File: config.mk
export PLATFORM = sky130hd
export DESIGN_NAME = sync_detector
export DESIGN_NICKNAME = d
export VERILOG_FILES = /design/src/rtl/sync_detector.sv
export SDC_FILE = /design/constraint.sdc
export NUM_CORES = 1
export LEC_CHECK = 0
export CORE_MARGIN = 3
export CORE_UTILIZATION = 55
export DETAILED_ROUTE_END_ITERATION = 6
export PLACE_DENSITY = 0.79
export SYNTH_ARGS = -nofsm -noshare
export SYNTH_HDL_FRONTEND = slang
export SYNTH_SLANG_ARGS = --single-unit
File: constraint.sdc
create_clock -name clk -period 6.4 [get_ports clk]
set_input_delay 0.96 -clock clk [delete_from_list [all_inputs] [get_ports clk]]
set_output_delay 0.96 -clock clk [all_outputs]
set_load 0.05 [all_outputs]
File: src/rtl/sync_detector.sv
// Horizontal sync detector: measures line period and sync width,
// and declares lock after a run of identical lines.
module sync_detector #(
  parameter int N          = 7,
  parameter int LOCK_LINES = 3
) (
  input  logic       clk,
  input  logic       rst,
  input  logic       hsync_in,
  output logic [N:0] count,
  output logic [N:0] period,
  output logic [N:0] width,
  output logic       line_strobe,
  output logic       locked
);

  typedef enum logic [1:0] {
    IDLE,
    MEASURE,
    TRACK,
    LOCKED
  } state_t;

  localparam logic [3:0] LOCK_M = 4'(LOCK_LINES);

  state_t       state, state_nx;
  logic         prev;
  logic         fall, rise, sat, hit;
  logic [N+1:0] meas;
  logic [N:0]   pend, pend_nx;
  logic [N:0]   ref_p, ref_p_nx;
  logic [N:0]   ref_w, ref_w_nx;
  logic [N:0]   period_nx, width_nx;
  logic [3:0]   match, match_nx;
  logic         strobe_nx;

  assign fall = prev & ~hsync_in;
  assign rise = ~prev & hsync_in;
  assign meas = {1'b0, count} + {{(N+1){1'b0}}, 1'b1};
  // carry out of count+1 means count sits at all ones
  assign sat  = meas[N+1];
  assign hit  = (meas[N:0] == ref_p) && (pend == ref_w);

  always_comb begin
    state_nx  = state;
    match_nx  = match;
    pend_nx   = pend;
    ref_p_nx  = ref_p;
    ref_w_nx  = ref_w;
    period_nx = period;
    width_nx  = width;
    strobe_nx = 1'b0;
    if (sat) begin
      match_nx = '0;
      state_nx = fall ? MEASURE : IDLE;
    end else begin
      unique case (state)
        IDLE: begin
          if (fall) state_nx = MEASURE;
        end
        default: begin
          if (rise) pend_nx = meas[N:0];
          if (fall) begin
            period_nx = meas[N:0];
            width_nx  = pend;
            strobe_nx = 1'b1;
            if (state != MEASURE && hit) begin
              if (match >= LOCK_M - 4'd1) begin
                match_nx = LOCK_M;
                state_nx = LOCKED;
              end else begin
                match_nx = match + 4'd1;
                state_nx = TRACK;
              end
            end else begin
              ref_p_nx = meas[N:0];
              ref_w_nx = pend;
              match_nx = '0;
              state_nx = TRACK;
            end
          end
        end
      endcase
    end
  end

  always_ff @(posedge clk) begin
    if (!rst) begin
      state       <= IDLE;
      prev        <= 1'b0;
      count       <= '0;
      period      <= '0;
      width       <= '0;
      pend        <= '0;
      ref_p       <= '0;
      ref_w       <= '0;
      match       <= '0;
      line_strobe <= 1'b0;
    end else begin
      state       <= state_nx;
      prev        <= hsync_in;
      period      <= period_nx;
      width       <= width_nx;
      pend        <= pend_nx;
      ref_p       <= ref_p_nx;
      ref_w       <= ref_w_nx;
      match       <= match_nx;
      line_strobe <= strobe_nx;
      if (fall)
        count <= '0;
      else if (!sat)
        count <= meas[N:0];
    end
  end

  assign locked = (state == LOCKED);

endmodule

-- Yosys cells after proc, flatten, opt, wreduce, memory -nomap -nowiden
Index checks and enable logic that the tools add are counted.
- register bits after elaboration: 56
- bits of input ports: 3
- output and inout port bits: 26
- $add $sub $neg: 2
- $lt $le $gt $ge: 1
- eq/ne operators: 4
- muxes and demuxes: 10
- bitwise logic cells: 8
- reductions and logical operators: 11
- operators with widths (operator ; count):
    $eq 8x8->1 ; 2
    $mux 2 ; 5
    $add 8x1->9 const B ; 1
    $mux 4 ; 2
    $not 1->1 ; 6
    $reduce_and 3->1 ; 2
    $add 4x1->4 const B ; 1
    $ge 4x2->1 const B ; 1
    $reduce_and 4->1 ; 1
    $reduce_or 2->1 ; 2
    $mux 1 ; 3
    $reduce_or 3->1 ; 1
    $and 1x1->1 ; 2
    $eq 2x2->1 const B ; 1
    $logic_and 1x1->1 ; 2
    $logic_not 2->1 ; 1
    $ne 2x1->1 const B ; 1
    $reduce_and 2->1 ; 1
    $reduce_bool 2->1 ; 1

-- Logic depth before layout (Yosys ltp)
Gate-level depths: netlist of run 1.
- depth in word-level cells: 8
- depth in mapped cells: 9

-- Worst setup path after synthesis of run 1
No wires, ideal clock.
- path type: register to register
- from: register count[1]
- to: register ref_p[2]
- library setup time: 0.142 ns
- arrival time: 2.414 ns
- required time: 6.258 ns
- slack: 3.844 ns
- cell stages (with the launch flop): 9
- buffers on the path: 1
- period minus slack after synthesis: 2.556 ns
- cell sequence: dfxtp_1 -> ha_1 -> nand3_1 -> xor2_1 -> xnor2_1 -> or4_4 -> buf_6 -> a21oi_1 -> a311oi_1
- cells in the longest elaborated chain, start to end: 6
- RTL lines (element ; RTL line ; RTL):
    from (decl) ; 10 ; output logic [N:0] count,
    from (signal assigned) ; 112 ; count <= meas[N:0];
    $add 8x1->9 * ; 39 ; assign meas = {1'b0, count} + {{(N+1){1'b0}}, 1'b1};
    $eq 8x8->1 ; 42 ; assign hit = (meas[N:0] == ref_p) && (pend == ref_w);
    $logic_and 1x1->1 ; 42 ;
    $logic_and 1x1->1 ; 67 ; if (state != MEASURE && hit) begin
    $not 1->1 (no line) ; -- ;
    $reduce_and 4->1 (no line) ; -- ;
    to (signal assigned) ; 105 ; ref_p <= ref_p_nx;
    to (decl) ; 31 ; logic [N:0] ref_p, ref_p_nx;
Every way passes the cells marked *; elsewhere a longest branch is shown, timed or not.
A chain may end at the register's enable or synchronous reset.

-- Final worst setup path of run 1
- from: register count[0]
- to: register ref_w[5]
- cells in the longest elaborated chain, start to end: 6
- RTL lines (element ; RTL line ; RTL):
    $add 8x1->9 * ; 39 ;
    $eq 8x8->1 ; 42 ;
    $logic_and 1x1->1 ; 42 ;
    $logic_and 1x1->1 ; 67 ;
    $not 1->1 (no line) ; -- ;
    $reduce_and 4->1 (no line) * ; -- ;
    to (signal assigned) ; 106 ; ref_w <= ref_w_nx;
    to (decl) ; 32 ; logic [N:0] ref_w, ref_w_nx;
Marks and branches as above.

==> out/results.ini, run 1 <==
[timing]
rsz0062_at_grt=false
finClkSkew_ns=0.00750
holdWs_ns=0.443
tns_ns=0
period_needed_ns=2.99
worstMarginPinSlew_ns=1.03
setup_viol=0
fin_crit_sh=0.467
clock.fmax_mhz=335
slew_headroom=0.305
finalHoldViolations=0
final-max-slew-violation-count=0

[cts]
cts_tree=built
htree_levels=2
clock_path_buffers=2
cts_hold_buffers=0
clk_pin_slew_ns=0.09
cts_resized=0
cts_root_buf=clkbuf_8
clock_sinks=56
cts-buffers-inserted=5
post_cts.repair.setup_buffers=0
clk-insertion-delay-late_ns=0.30

[yosys]
seq_area_frac_synth=0.468
ys.flop_type=dfxtp_1
yosysMostFrequentCell=dfxtp_1
synth.top_cell.area_share=0.468
synth_nets=279
synthArstFlopShare=0
yosys-top-cells-count=dfxtp_1 (56), a21oi_1 (43), nand2_1 (33)
syn-cell-area_um2=2400
netlist_instances=273
synth.distinct_cells=38
syn_area_per_cell_um2=8.78
synth-seq-cells=56
synth_top_area_cell=dfxtp_1
netlist_top_cells_area=dfxtp_1 (47%), a21oi_1 (9.0%), nand2_1 (5.2%), xor2_1 (4.4%), nor2_1 (3.9%)
yosys_warnings=0
synth_edf_count=0

[grt]
grt_pass1_wl_um=8670
antenna_found_initial=0
gr-total-overflow=0
grt.total_usage=0.213
grt_max_degree=44
first_global_vias=1837

[hold_path]
hold_class=reg2reg
hp-start=match[3]

[pwr]
leakage_nw=0.990
peakVddDrop_uv=167
p_per_area_nw_per_um2=216

[worst_setup_path]
cp_cell_sequence=ha_1 -> nand3_1 -> xor2_1 -> xnor2_1 -> nor4_2 -> o21ai_0 -> a21oi_1
critPathKind=reg2reg
endpoint=ref_w[5]
worst_setup_path_start_kind=flop
slowest_delay_ns=0.93
r2r_cells=7
reg2reg_slack_ns=3.41
crit_path_start=count[0]
cp_slowest_cell=nor4_2
worstReg2RegEnd=ref_w[5]
end_kind=flop
timing.rr.start=count[0]
cp_max_fo=14
critPathRequiredTime_ns=6.64
cp.arrival_ns=3.23

[outcome]
status=finished, final reports clean

[run]
maxCapViolCount=0

[route]
vias=1933
wl_per_cell_um=15.0
wirelength_um=5140
viasPerCell=5.65
drc=0
drtIter0Drc=149
first_pass_iters=4
drtAntennaViolNets=0

[place]
routabilityCongestion=0.811
dpl_cell_area_um2=2660
io_buffers=28
dp_hpwl_um=3570

[floorplan]
die_area_um2=5180
core_area_um2=4120
start_util=0.582
rows=23
pin_count=29
die_w_um=72.0
die_h_um=72.0

[finish]
syn_to_final_growth_pct=14.5
layout.nets=298
post-route-util=0.666
postLayoutCellArea_um2=2740
drive_above_1_share=0.0514
antenna-diode-count=0

[worst min path at each step]
stage,cells past startpoint,to
floorplan,2,match[3]
global placement,2,match[3]
detailed placement,2,match[3]
CTS,2,match[3]
global route,2,match[2]
finish,2,match[3]
[layer usage]
metal / track usage / share of wire
met5: 0 / 0
met4: 0.0939 / 0.021
met3: 0.0512 / 0.046
met2: 0.339 / 0.45
met1: 0.276 / 0.48
[worst max-delay path, delay by kind of cell, from the launching register on]
family / cells / cell delay [ns]
flip-flops: 1 / 0.53
AND/OR/NAND/NOR: 2 / 1.05
XOR/XNOR: 2 / 0.63
adder cells (fa/ha/maj): 1 / 0.34
AO/OA/AOI/OAI: 2 / 0.37
[power breakdown]
group,leakage [nW],internal (mW),switching (mW)
Sequential,0.452,0.353,0.00545
Clock,0.0400,0.0743,0.107
Combinational,0.497,0.0166,0.0357
[logic make-up (layout without fill, tap and decap cells)]
group           after synthesis  in the layout  share of synthesized area
xor+xnor                     23             23                      0.102
buf+inv                      24             43                     0.0480
mux                           2              2                    0.00836
flops                        56             56                      0.468
compound gates               71             71                      0.168
simple gates                 94             94                      0.190
fa+ha+maj                     3              3                     0.0157
[cells in the final DEF (no fill, tap or decap), drive strengths merged, types with 3 or more instances in the layout]
cell type / n
dfxtp: 56
a21oi: 43
nand2: 33
clkdlybuf4s50: 28
nor2: 25
nand3: 14
xor2: 12
o21ai: 12
xnor2: 8
inv: 6
a311oi: 6
a211oi: 6
and2: 5
clkbuf: 5
nor4: 4
nand4: 3
ha: 3
[sequential cells by signal, indices dropped and copies added (netlist names)]
register / cells
line_strobe: 1
prev: 1
period: 8
count: 8
ref_w: 8
ref_p: 8
state: 2
width: 8
pend: 8
match: 4
[metrics by stage]
stage                     cells  setup WS [ns]  power, mW
after floorplan             273           3.84      0.406
after global placement      335           3.42      0.417
after detailed placement    335           3.38      0.418
after CTS                   342           3.46      0.597
after global routing        342           3.03      0.617
final                       342           3.41      0.592
[final cells by class]
| type | instances | area, um2 |
|---|---|---|
| tap | 50 | 62.6 |
| fill | 362 | 1370 |
| sequential | 56 | 1120 |
| clock buffer | 5 | 68.8 |
| inverter | 6 | 22.5 |
| clock inverter | 2 | 12.5 |
| timing repair buffer | 30 | 295 |
| multi-input combinational | 193 | 1160 |
No activity file was read; power rests on OpenSTA's default activity.
==> inputs of run 2 (changes only) <==
Clock period 6.4 ns to 3.1 ns, I/O delays scaled along.
==> run 2 against run 1 <==
Net effect:
- sequential power increased by 110%
- via count increased by 2.9%
- total power increased by 110%
- worst setup slack got worse by 2.7 ns
- final cell count increased by 2.3%
- clock power increased by 120%
- combinational power increased by 130%
- first-iteration DRC count increased by 19%
- design area increased by 2.2%
- sequential share of layout area decreased by 0.89 points
- sequential cell count unchanged
- critical path depth unchanged
- critical endpoint is now ref_p[4]
- highest routed layer unchanged
==> out/results.ini, run 2 (same netlist as run 1, synthesis figures left out) <==
[pwr]
p_seq_frac=0.583  ; -0.022
switching_share=0.264  ; +0.0129
peakVddDrop_uv=319  ; +91%
intPower_mw=0.930  ; +110%
clockPowerShare=0.322  ; +0.015
leakage_nw=1.03  ; +3.8%
p_per_area_nw_per_um2=450  ; +110%
p_sw_mw=0.333  ; +120%
comb_power_share=0.095  ; +0.007

[worst_setup_path]
end_kind=flop
critPathKind=reg2reg
endpoint=ref_p[4]
cp_cell_sequence=ha_1 -> xor3_1 -> nor4_1 -> nand4_1 -> or4_4 -> a21oi_1 -> a311oi_1
worst_setup_path_start_kind=flop
critPathRequiredTime_ns=3.28  ; -3.36 ns
crit_path_start=count[1]
cp_max_fo=20  ; +6
cp.arrival_ns=2.56  ; -0.67 ns
cp_slowest_cell=or4_4
worstReg2RegEnd=ref_p[4]
reg2reg_slack_ns=0.73  ; -2.68 ns
timing.rr.start=count[1]
r2r_cells=7  ; unchanged
slowest_delay_ns=0.60  ; -0.33 ns

[grt]
first_global_vias=1799  ; -2.1%
grt.total_usage=0.219  ; +0.00597
grt_pass1_wl_um=8880  ; +2.4%
grt_max_degree=44  ; unchanged
gr-total-overflow=0  ; unchanged
antenna_found_initial=0  ; unchanged

[cts]
cts_tree=built
clk-insertion-delay-late_ns=0.32  ; +0.02 ns
cts_root_buf=clkbuf_8
cts_hold_buffers=0  ; unchanged
clock_path_buffers=2  ; unchanged
clock_sinks=56  ; unchanged
cts_resized=0  ; unchanged
htree_levels=2  ; unchanged
cts-buffers-inserted=5  ; unchanged
clk_pin_slew_ns=0.10  ; about the same
post_cts.repair.setup_buffers=0  ; unchanged

[outcome]
status=finished, final reports clean

[timing]
finClkSkew_ns=0.0105  ; +0.00296 ns
setup_viol=0  ; unchanged
slew_headroom=0.578  ; +0.272
clock.fmax_mhz=422  ; +26%
finalHoldViolations=0  ; unchanged
worstMarginPinSlew_ns=0.628  ; -0.406 ns
period_needed_ns=2.37  ; -0.616 ns
tns_ns=0  ; unchanged
rsz0062_at_grt=false
fin_ws_ns=0.728  ; -2.68 ns
fin_crit_sh=0.765  ; +0.298
final-max-slew-violation-count=0  ; unchanged

[finish]
layout.nets=305  ; +2.3%
syn_to_final_growth_pct=17.0
final_common_cell=dfxtp_1
antenna-diode-count=0  ; unchanged
drive_above_1_share=0.0767  ; +0.0253
mostFrequentLayoutCells=dfxtp_1 (56), a21oi_1 (43), nand2_1 (33)

[route]
drtAntennaViolNets=0  ; unchanged
wl_per_cell_um=15.3  ; +1.7%
first_pass_iters=4  ; unchanged
wirelength_um=5350  ; +4.1%
met3WireLength_um=277  ; +17%
viasPerCell=5.69  ; +0.60%
drc=0  ; unchanged
wl_met1_um=2460  ; about the same
wl_met2_um=2430  ; +4.2%
top_layer=met4
drtIter0Drc=177  ; +19%
vias=1990  ; +2.9%

[floorplan]
pin_count=29  ; unchanged
start_util=0.582  ; unchanged
die_w_um=72.0  ; unchanged
rows=23  ; unchanged
die_area_um2=5180  ; unchanged
die_h_um=72.0  ; unchanged
core_area_um2=4120  ; unchanged

[place]
routabilityCongestion=0.846  ; +4.4%
io_buffers=28  ; unchanged
dp_hpwl_um=3700  ; +3.5%
post-place-ws_ns=0.712  ; -2.67 ns

[hold_path]
hold_class=reg2reg

[run]
maxCapViolCount=0  ; unchanged

## run 2: changes by cell type in the layout (fill, tap and decap cells not counted)
| cell | change |
|---|---|
| buf_4 | +7 |
| inv_6 | +1 |
## run 2: worst min path at each step
stage	endpoint	slack (ns)	cells past startpoint	startpoint
floorplan	match[3]	0.41	2	match[3]
global placement	match[3]	0.42	2	match[3]
detailed placement	match[3]	0.43	2	match[3]
CTS	match[3]	0.44	2	match[3]
global route	match[3]	0.46	2	match[3]
finish	match[3]	0.44	2	match[3]
## run 2: power groups by stage
stage | registers [mW] | logic, mW | clock network (mW)
2_1_floorplan | 0.768 | 0.0701 | 0
3_3_place_gp | 0.752 | 0.116 | 0
3_5_place_dp | 0.753 | 0.118 | 0
4_1_cts | 0.736 | 0.118 | 0.413
5_1_grt | 0.738 | 0.128 | 0.440
6_report | 0.736 | 0.120 | 0.407
## run 2: metal layers
layer / up-vias / global-route usage
met1: 920 / 0.290
met3: 17 / 0.0499
met4: 0 / 0.106
li1: 997 / -
met5: - / 0
met2: 56 / 0.339
## run 2: cell type report
type                       instances  area [um2]
timing repair buffer              37         348
clock inverter                     3        21.3
tap                               50        62.6
clock buffer                       5        68.8
fill                             350        1310
multi-input combinational        193        1160
sequential                        56        1120
inverter                           6        22.5
## run 2: through the flow
| stage | area (um2) | util | total power, mW | hold slack, ns | instances |
|---|---|---|---|---|---|
| 2_1_floorplan | 2400 | - | 0.838 | 0.410 | 273 |
| 3_3_place_gp | 2710 | 0.659 | 0.869 | 0.423 | 342 |
| 3_5_place_dp | 2710 | 0.659 | 0.871 | 0.425 | 342 |
| 4_1_cts | 2800 | 0.681 | 1.27 | 0.441 | 350 |
| 5_1_grt | 2800 | 0.681 | 1.31 | 0.463 | 350 |
| 6_report | 2800 | 0.681 | 1.26 | 0.443 | 350 |
## run 2: worst max-delay path: cells and delay by family, from the launching register on
family | cells | cell delay, ns
adder cells (fa/ha/maj) | 1 | 0.26
XOR/XNOR | 1 | 0.25
AO/OA/AOI/OAI | 2 | 0.28
AND/OR/NAND/NOR | 3 | 1.05
flip-flops | 1 | 0.40
==> inputs of run 3 (changes only) <==
Clock period 3.1 ns to 2.3 ns, I/O delays scaled along.
==> run 3 against run 2 <==
Net effect:
- sequential share of layout area down 2.3 points
- global-route usage up 1.5 points
- critical path depth up 1
- hold slack better by 0.00052 ns
- critical path type unchanged
- largest cell class unchanged
==> out/results.ini, run 3 (same netlist as run 1, synthesis figures left out) <==
[outcome]
status=finished, final reports clean

[hold_path]
min_path_cells=2  ; unchanged
hold_end=match[3]
hp-start=match[3]
hold_class=reg2reg

[place]
io_buffers=28  ; unchanged
routabilityCongestion=0.851  ; +0.57%
dp_hpwl_um=3920  ; +6.2%
post-place-ws_ns=0.00736  ; -0.705 ns
dpl_cell_area_um2=2800  ; +3.0%

[finish]
ff_latch_area_um2=1130  ; +1.2%
fillCellCount=321  ; -8.3%
postLayoutCellArea_um2=3010  ; +7.3%
final_common_cell=dfxtp_1
post-route-util=0.731  ; +0.0499
mostFrequentLayoutCells=dfxtp_1 (49), a21oi_1 (39), nand2_1 (33)
multi_input_area_um2=1250  ; +7.8%
antenna-diode-count=0  ; unchanged
syn_to_final_growth_pct=25.6
layout.nets=314  ; +3.0%
drive_above_1_share=0.165  ; +0.0884

[cts]
clock_sinks=56  ; unchanged
clk-insertion-delay-late_ns=0.31  ; about the same
cts-buffers-inserted=5  ; unchanged
cts_tree=built
cts_root_buf=clkbuf_8
clock_path_buffers=2  ; unchanged
htree_levels=2  ; unchanged
clk_pin_slew_ns=0.10  ; about the same

[floorplan]
start_util=0.582  ; unchanged
die_area_um2=5180  ; unchanged
die_w_um=72.0  ; unchanged
pin_count=29  ; unchanged
core_area_um2=4120  ; unchanged
die_h_um=72.0  ; unchanged
rows=23  ; unchanged

[pwr]
peakVddDrop_uv=313  ; -2.0%
p_per_area_nw_per_um2=611  ; +36%
leakage_nw=1.10  ; +7.5%

[timing]
slew_headroom=0.607  ; +0.0298
holdWs_ns=0.444  ; +0.000524 ns
period_needed_ns=2.24  ; -0.132 ns
fin_ws_ns=0.0594  ; -0.668 ns
tns_ns=0  ; unchanged
finClkSkew_ns=0.00941  ; -0.00104 ns
fin_crit_sh=0.974  ; +0.209
worstMarginPinSlew_ns=0.584  ; -0.0443 ns
final-max-slew-violation-count=0  ; unchanged
finalHoldViolations=0  ; unchanged
setup_viol=0  ; unchanged
clock.fmax_mhz=446  ; +5.9%

[grt]
first_global_vias=1998  ; +11%
gr-total-overflow=0  ; unchanged
grt_util_met1=0.290  ; about the same
gr-usage-met3=0.0443  ; -0.00554
met2_usage=0.397  ; +0.0582
grt_max_degree=44  ; unchanged
grt.total_usage=0.234  ; +0.0145
busiest_layer=met2
grt_pass1_wl_um=9450  ; +6.4%
antenna_found_initial=0  ; unchanged

[worst_setup_path]
slowest_delay_ns=0.54  ; -0.06 ns
cp_slowest_cell=or4_4
worstReg2RegEnd=ref_p[5]
cp_cell_sequence=ha_4 -> xor2_1 -> nor4_1 -> nand4_1 -> buf_4 -> or4_4 -> a21oi_2 -> a311oi_2
end_kind=flop
cp.arrival_ns=2.43  ; -0.13 ns
critPathKind=reg2reg
r2r_cells=8  ; +1
worst_setup_path_start_kind=flop
critPathRequiredTime_ns=2.49  ; -0.79 ns
cp_max_fo=6  ; -70%
timing.rr.start=count[0]
reg2reg_slack_ns=0.06  ; -0.67 ns

[route]
first_pass_iters=4  ; unchanged
wirelength_um=5950  ; +11%
drtAntennaViolNets=0  ; unchanged
viasPerCell=5.87  ; +3.2%
vias=2106  ; +5.8%
drtIter0Drc=123  ; -31%
wl_per_cell_um=16.6  ; +8.5%
drc=0  ; unchanged

[run]
maxCapViolCount=0  ; unchanged

==> run 3: cell count changes in the layout (fill, tap and decap cells not counted), sizes merged <==
cell      previous run  this run
clkbuf               5         7
or4                  1         3
inv                  7         6
clkinvlp             1         0
buf                  9        16
==> run 3: power breakdown <==
| group | switching (mW) | internal [mW] |
|---|---|---|
| sequential | 0.0145 | 0.982 |
| clock | 0.333 | 0.313 |
| combinational | 0.118 | 0.0781 |
==> run 3: critical path, delay by kind of cell, from the launching register on <==
| family | cells | cell delay [ns] |
|---|---|---|
| flip-flops | 1 | 0.38 |
| XOR/XNOR | 1 | 0.15 |
| AND/OR/NAND/NOR | 3 | 0.91 |
| adder cells (fa/ha/maj) | 1 | 0.24 |
| buffers and inverters | 1 | 0.18 |
| AO/OA/AOI/OAI | 2 | 0.24 |
==> run 3: layout make-up <==
cell class	instances	share of cell area
flip-flops and latches	56	0.377
inverters	6	0.00748
clock inverters	1	0.00291
multi-input cells	195	0.415
repair buffers	44	0.141
well taps	50	0.0208
clock buffers	7	0.0358
==> run 3: worst max path at each step <==
stage | start | end | cells past startpoint
global route | count[2] | ref_w[4] | 7
floorplan | count[2] | ref_p[2] | 7
detailed placement | count[0] | ref_p[4] | 7
finish | count[0] | ref_p[5] | 8
CTS | count[0] | ref_p[4] | 6
global placement | count[0] | ref_p[3] | 7
==> run 3: per-layer routing <==
layer	share of wire	up-vias	wire (um)
met5	0	-	0
met4	0.023	0	136
met3	0.044	15	261
met2	0.51	61	3010
met1	0.43	1010	2540
li1	-	1020	-
==> run 3: repair_timing <==
action | CTS | global route
endpoints found under the hold margin | 0 | 0
hold buffers | 0 | 0
gates resized for setup | 1 | 18
pin swaps | 0 | 11
gates cloned | 0 | 3
buffers inserted | 0 | 1
endpoints found under the setup margin | 1 | 19
==> run 3: per-stage QoR <==
stage	std cells	power, mW
4_1_cts	355	1.81
6_report	359	1.84
5_1_grt	359	1.89
2_1_floorplan	273	1.13
3_5_place_dp	347	1.18
3_3_place_gp	347	1.18
